==> config.mk <==
export PLATFORM = sky130hd
export DESIGN_NAME = nibble_serial_subtractor
export DESIGN_NICKNAME = d
export VERILOG_FILES = /design/src/rtl/nibble_sub_pkg.sv /design/src/rtl/sub_nibble_cla.sv /design/src/rtl/nibble_serial_subtractor.sv
export SDC_FILE = /design/constraint.sdc
export NUM_CORES = 1
export LEC_CHECK = 0
export CAP_MARGIN = 20
export CELL_PAD_IN_SITES_DETAIL_PLACEMENT = 1
export CELL_PAD_IN_SITES_GLOBAL_PLACEMENT = 1
export CORE_MARGIN = 10
export CORE_UTILIZATION = 33
export CTS_CLUSTER_SIZE = 20
export DETAILED_ROUTE_END_ITERATION = 8
export PLACE_DENSITY_LB_ADDON = 0.12
export SYNTH_ARGS = -nofsm -noshare
export SYNTH_HDL_FRONTEND = slang
export SYNTH_SLANG_ARGS = --single-unit
==> constraint.sdc <==
create_clock -name clk -period 2.3 [get_ports clk]
set_input_delay 0.46 -clock clk [delete_from_list [all_inputs] [get_ports clk]]
set_output_delay 0.46 -clock clk [all_outputs]
set_load 0.01 [all_outputs]
==> src/rtl/nibble_sub_pkg.sv <==
// Shared constants and FSM state encoding for the nibble-serial subtractor.
package nibble_sub_pkg;

  localparam int unsigned NIB_W = 4;

  typedef logic [1:0] state_t;
  localparam state_t IDLE = 2'd0;
  localparam state_t RUN  = 2'd1;
  localparam state_t DONE = 2'd2;

endpackage

==> src/rtl/sub_nibble_cla.sv <==
// 4-bit carry-lookahead subtract stage: d = a - b - bin, formed as a + ~b + ~bin.
module sub_nibble_cla
  import nibble_sub_pkg::*;
(
  input  logic [NIB_W-1:0] a,
  input  logic [NIB_W-1:0] b,
  input  logic             bin,
  output logic [NIB_W-1:0] d,
  output logic             bout
);

  logic [NIB_W-1:0] bn;
  logic [NIB_W-1:0] g;
  logic [NIB_W-1:0] p;
  logic [NIB_W:0]   c;

  assign bn = ~b;
  assign g  = a & bn;
  assign p  = a ^ bn;
  assign c[0] = ~bin;
  assign c[1] = g[0] | (p[0] & c[0]);
  assign c[2] = g[1] | (p[1] & g[0]) | (p[1] & p[0] & c[0]);
  assign c[3] = g[2] | (p[2] & g[1]) | (p[2] & p[1] & g[0]) | (p[2] & p[1] & p[0] & c[0]);
  assign c[4] = g[3] | (p[3] & g[2]) | (p[3] & p[2] & g[1]) | (p[3] & p[2] & p[1] & g[0])
              | (p[3] & p[2] & p[1] & p[0] & c[0]);

  assign d    = p ^ c[NIB_W-1:0];
  // A carry-out of the inverted-operand sum means no borrow.
  assign bout = ~c[NIB_W];

endmodule

==> src/rtl/nibble_serial_subtractor.sv <==
// Multi-cycle unsigned subtractor, one nibble per enabled clock.
// Define NIBBLE_SUB_SAT_EN for saturating mode (negative results clamp to zero).
module nibble_serial_subtractor
  import nibble_sub_pkg::*;
#(
  parameter int unsigned NIBBLES = 4
) (
  input  logic                     clk,
  input  logic                     reset,
  input  logic                     enable,
  input  logic                     start,
  input  logic [NIB_W*NIBBLES-1:0] A,
  input  logic [NIB_W*NIBBLES-1:0] B,
  output logic                     busy,
  output logic                     done,
  output logic [NIB_W*NIBBLES-1:0] D,
  output logic                     borrow,
  output logic                     zero
);

  localparam int unsigned IDX_W = (NIBBLES > 1) ? $clog2(NIBBLES) : 1;
  localparam logic [IDX_W-1:0] LAST_IDX = IDX_W'(NIBBLES - 1);

  state_t                        state_q;
  logic [IDX_W-1:0]              idx_q;
  logic                          br_q;
  logic                          borrow_q;
  logic                          zero_q;
  logic [NIBBLES-1:0][NIB_W-1:0] a_q;
  logic [NIBBLES-1:0][NIB_W-1:0] b_q;
  logic [NIBBLES-1:0][NIB_W-1:0] d_q;
  logic [NIBBLES-1:0][NIB_W-1:0] d_upd;
  logic [NIBBLES-1:0][NIB_W-1:0] d_fin;
  logic [NIB_W-1:0]              nib_d;
  logic                          nib_bout;

  sub_nibble_cla u_cla (
    .a    (a_q[idx_q]),
    .b    (b_q[idx_q]),
    .bin  (br_q),
    .d    (nib_d),
    .bout (nib_bout)
  );

  // d_fin is the full result as it will stand once the last nibble is written.
  always_comb begin
    d_upd        = d_q;
    d_upd[idx_q] = nib_d;
    d_fin        = d_upd;
`ifdef NIBBLE_SUB_SAT_EN
    if (nib_bout) begin
      d_fin = '0;
    end
`endif
  end

  always_ff @(posedge clk) begin
    if (reset) begin
      state_q  <= IDLE;
      idx_q    <= '0;
      br_q     <= 1'b0;
      borrow_q <= 1'b0;
      zero_q   <= 1'b0;
      a_q      <= '0;
      b_q      <= '0;
      d_q      <= '0;
    end else if (enable) begin
      case (state_q)
        IDLE: begin
          if (start) begin
            a_q     <= A;
            b_q     <= B;
            idx_q   <= '0;
            br_q    <= 1'b0;
            state_q <= RUN;
          end
        end
        RUN: begin
          br_q  <= nib_bout;
          idx_q <= idx_q + 1'b1;
          if (idx_q == LAST_IDX) begin
            d_q      <= d_fin;
            borrow_q <= nib_bout;
            zero_q   <= (d_fin == '0);
            state_q  <= DONE;
          end else begin
            d_q <= d_upd;
          end
        end
        DONE:    state_q <= IDLE;
        default: state_q <= IDLE;
      endcase
    end
  end

  assign busy   = (state_q != IDLE);
  assign done   = (state_q == DONE);
  assign D      = d_q;
  assign borrow = borrow_q;
  assign zero   = zero_q;

endmodule

==> flow_summary.json <==
{
  "wirelength_um": 6430,
  "wl_met3_um": 247,
  "met1_length_um": 2830,
  "clock-root-buffer": "clkbuf_8",
  "tritoncts": "built",
  "max_stage_delay_ns": 0.51,
  "place_hpwl_um": 5140,
  "critPathArrivalTime_ns": 2.49,
  "place_congestion": 0.755,
  "grt_pass1_vias": 2229,
  "hold_slack_ns": 0.459,
  "max_freq_mhz": 445,
  "powerDensity_mw_per_mm2": 580,
  "htree_levels": 2,
  "ys_types": 36,
  "dr.max_layer_used": "met4",
  "startpoint_type": "register",
  "clk_pin_slew_ns": 0.10,
  "synth_area_per_cell_um2": 8.46,
  "layout.filler_cells": 892,
  "postRouteAntennaNets": 0,
  "die_w_um": 106,
  "min_period_over_period": 0.977,
  "grt_max_degree": 33,
  "tightestPinTransition_ns": 0.573,
  "antennaDiodeCount": 0,
  "crit_family": "multiplexers",
  "io_pins": 56,
  "drc": 0,
  "slew_violations": 0,
  "synth_cells": 290,
  "outcome": "complete, no violations",
  "synth_top_cell_area_share": 0.449,
  "grt_pass1_wl_um": 10600,
  "rows": 31,
  "synth_warnings": 0,
  "routedWlPerCell_um": 14.3,
  "io_buffers": 55,
  "synthTopCellsByArea": "dfxtp_1 (45%), nand2_1 (13%), a21oi_1 (10%)",
  "cts_buffers": 5,
  "multi_input_area_mm2": 0.00127,
  "cts_buffer_depth": 2,
  "finalHoldViolCount": 0,
  "path_class": "register to register",
  "dr_total_vias": 2145,
  "layout-drive-gt1-share": 0.131,
  "fin_crit_ns": 2.25,
  "fp.dieH_um": 106,
  "wl_met2_um": 3270,
  "syn_to_final_growth_pct": 34.4,
  "dr.pass1.iters": 4,
  "nNetsFinal": 394,
  "regArea_mm2": 0.00111,
  "final_area_mm2": 0.00330,
  "cp.required_ns": 2.54,
  "grt_usage": 0.113,
  "critPathBufInv": 2,
  "die_area_mm2": 0.0113,
  "clock_latency_ns": 0.31,
  "path_max_fanout": 5,
  "drt-initial-drc-count": 69,
  "place_area_mm2": 0.00316,
  "path_cells": "mux4_2 -> inv_2 -> ha_4 -> and4b_1 -> a211oi_4 -> xnor2_2 -> buf_4 -> nand3_2 -> a21oi_1",
  "ys_seq_elements": 55,
  "grt-ovfl-total": 0,
  "syn_nets": 335,
  "cap_violations": 0,
  "final_cell_mix": "nand2_1 (84), clkdlybuf4s50_1 (54), dfxtp_1 (53)",
  "via_per_inst": 4.78,
  "coreArea_mm2": 0.00725,
  "peakVddDrop_uv": 221,
  "syn_area_mm2": 0.00245,
  "finalSetupViolCount": 0,
  "final.setup_skew_ns": 0.0107,
  "antenna_found_initial": 0,
  "rsz0062_at_grt": "true",
  "layout_commonest_cell": "nand2_1",
  "slowest_stage": "mux4_2",
  "p_leak_nw": 1.17,
  "cp-end-kind": "register",
  "yosys.area.top_type": "dfxtp_1",
  "hp-class": "register to register",
  "ys_seq_area_frac": 0.449,
  "holdBufCountCts": 0,
  "cts.sinks": 55,
  "start_util": 0.338,
  "maxSlewHeadroom": 0.618
}
## final cells by class
class	instances	share of cell area
repair buffers	70	0.205
inverters	9	0.0102
clock buffers	6	0.0220
flip-flops and latches	55	0.336
clock inverters	2	0.00380
well taps	99	0.0376
multi-input cells	208	0.386
## final timing paths
kind / from / to / slack (ns) / cells past startpoint
worst min register to register: D[14] / D[14] / 0.46 / 2
worst min-delay path: D[14] / D[14] / 0.46 / 2
worst max-delay path: idx_q[1] / D[11] / 0.05 / 9
worst max register to register: idx_q[1] / D[11] / 0.05 / 9
## kinds of logic after synthesis
family / Yosys count / synth area share
multiplexers: 10 / 0.0821
AO/OA/AOI/OAI: 59 / 0.136
buffers and inverters: 27 / 0.0551
AND/OR/NAND/NOR: 127 / 0.215
adder cells (fa/ha/maj): 9 / 0.0490
flip-flops: 55 / 0.449
XOR/XNOR: 3 / 0.0138
## power breakdown
group	total [mW]	leakage, nW	switching (mW)	internal [mW]
logic	0.381	0.676	0.180	0.201
registers	1.01	0.448	0.0227	0.984
clock network	0.524	0.0412	0.311	0.214
total	1.91	1.17	0.513	1.40
## synth_stat cells
master	count
mux2i_1	1
nor3b_1	1
a211oi_4	1
a32oi_1	1
a41o_1	1
a211oi_1	1
buf_2	9
o22ai_1	1
mux2_2	1
a21o_1	1
a21oi_1	50
nor2_2	1
nand3_1	9
and2_0	1
buf_6	3
and3b_1	1
xnor2_1	1
and4b_1	1
a22oi_1	2
o211ai_1	1
xnor2_2	1
buf_1	1
ha_1	8
or2_2	1
nor2b_1	1
nand2_1	85
dfxtp_1	55
or2_1	1
nor4_1	3
clkbuf_1	5
xor2_1	1
nand2b_1	2
nor2_1	20
inv_1	9
mux4_2	8
fa_1	1
## worst min-delay path, stage by stage (launching register included)
cell     delay [ns]
dfxtp_1        0.32
nand2_1        0.05
a21oi_1        0.05
## flip-flops by register name, indices dropped and copies added, names as in the netlist
name and cells:
D 16, a_q 16, b_q 16, idx_q 2
state_q 2, borrow 1, br_q 1, zero 1
## metrics by stage
stage / power [mW] / worst slack (ns) / util / cells / setup TNS, ns
6_report: 1.91 / 0.0529 / 0.455 / 449 / 0
5_1_grt: 2.01 / -0.0421 / 0.455 / 449 / -0.0600
4_1_cts: 1.93 / 0.0127 / 0.450 / 448 / 0
3_5_place_dp: 1.39 / -0.0355 / 0.435 / 439 / -0.0483
3_3_place_gp: 1.38 / 0.0513 / 0.435 / 439 / 0
2_1_floorplan: 1.23 / 0.00394 / - / 290 / 0
## layer usage
metal  track usage  up-vias
met5             0        -
met4        0.0348        0
met3        0.0296        7
met2         0.202       36
met1         0.127     1017
li1              -     1085
## timing repair
action                                  CTS  global route
resized for setup                         4             4
buffers inserted                          1             1
pin swaps                                 2             2
endpoints found under the setup margin    4             5
Note: power is estimated with default switching activity, not from simulation.
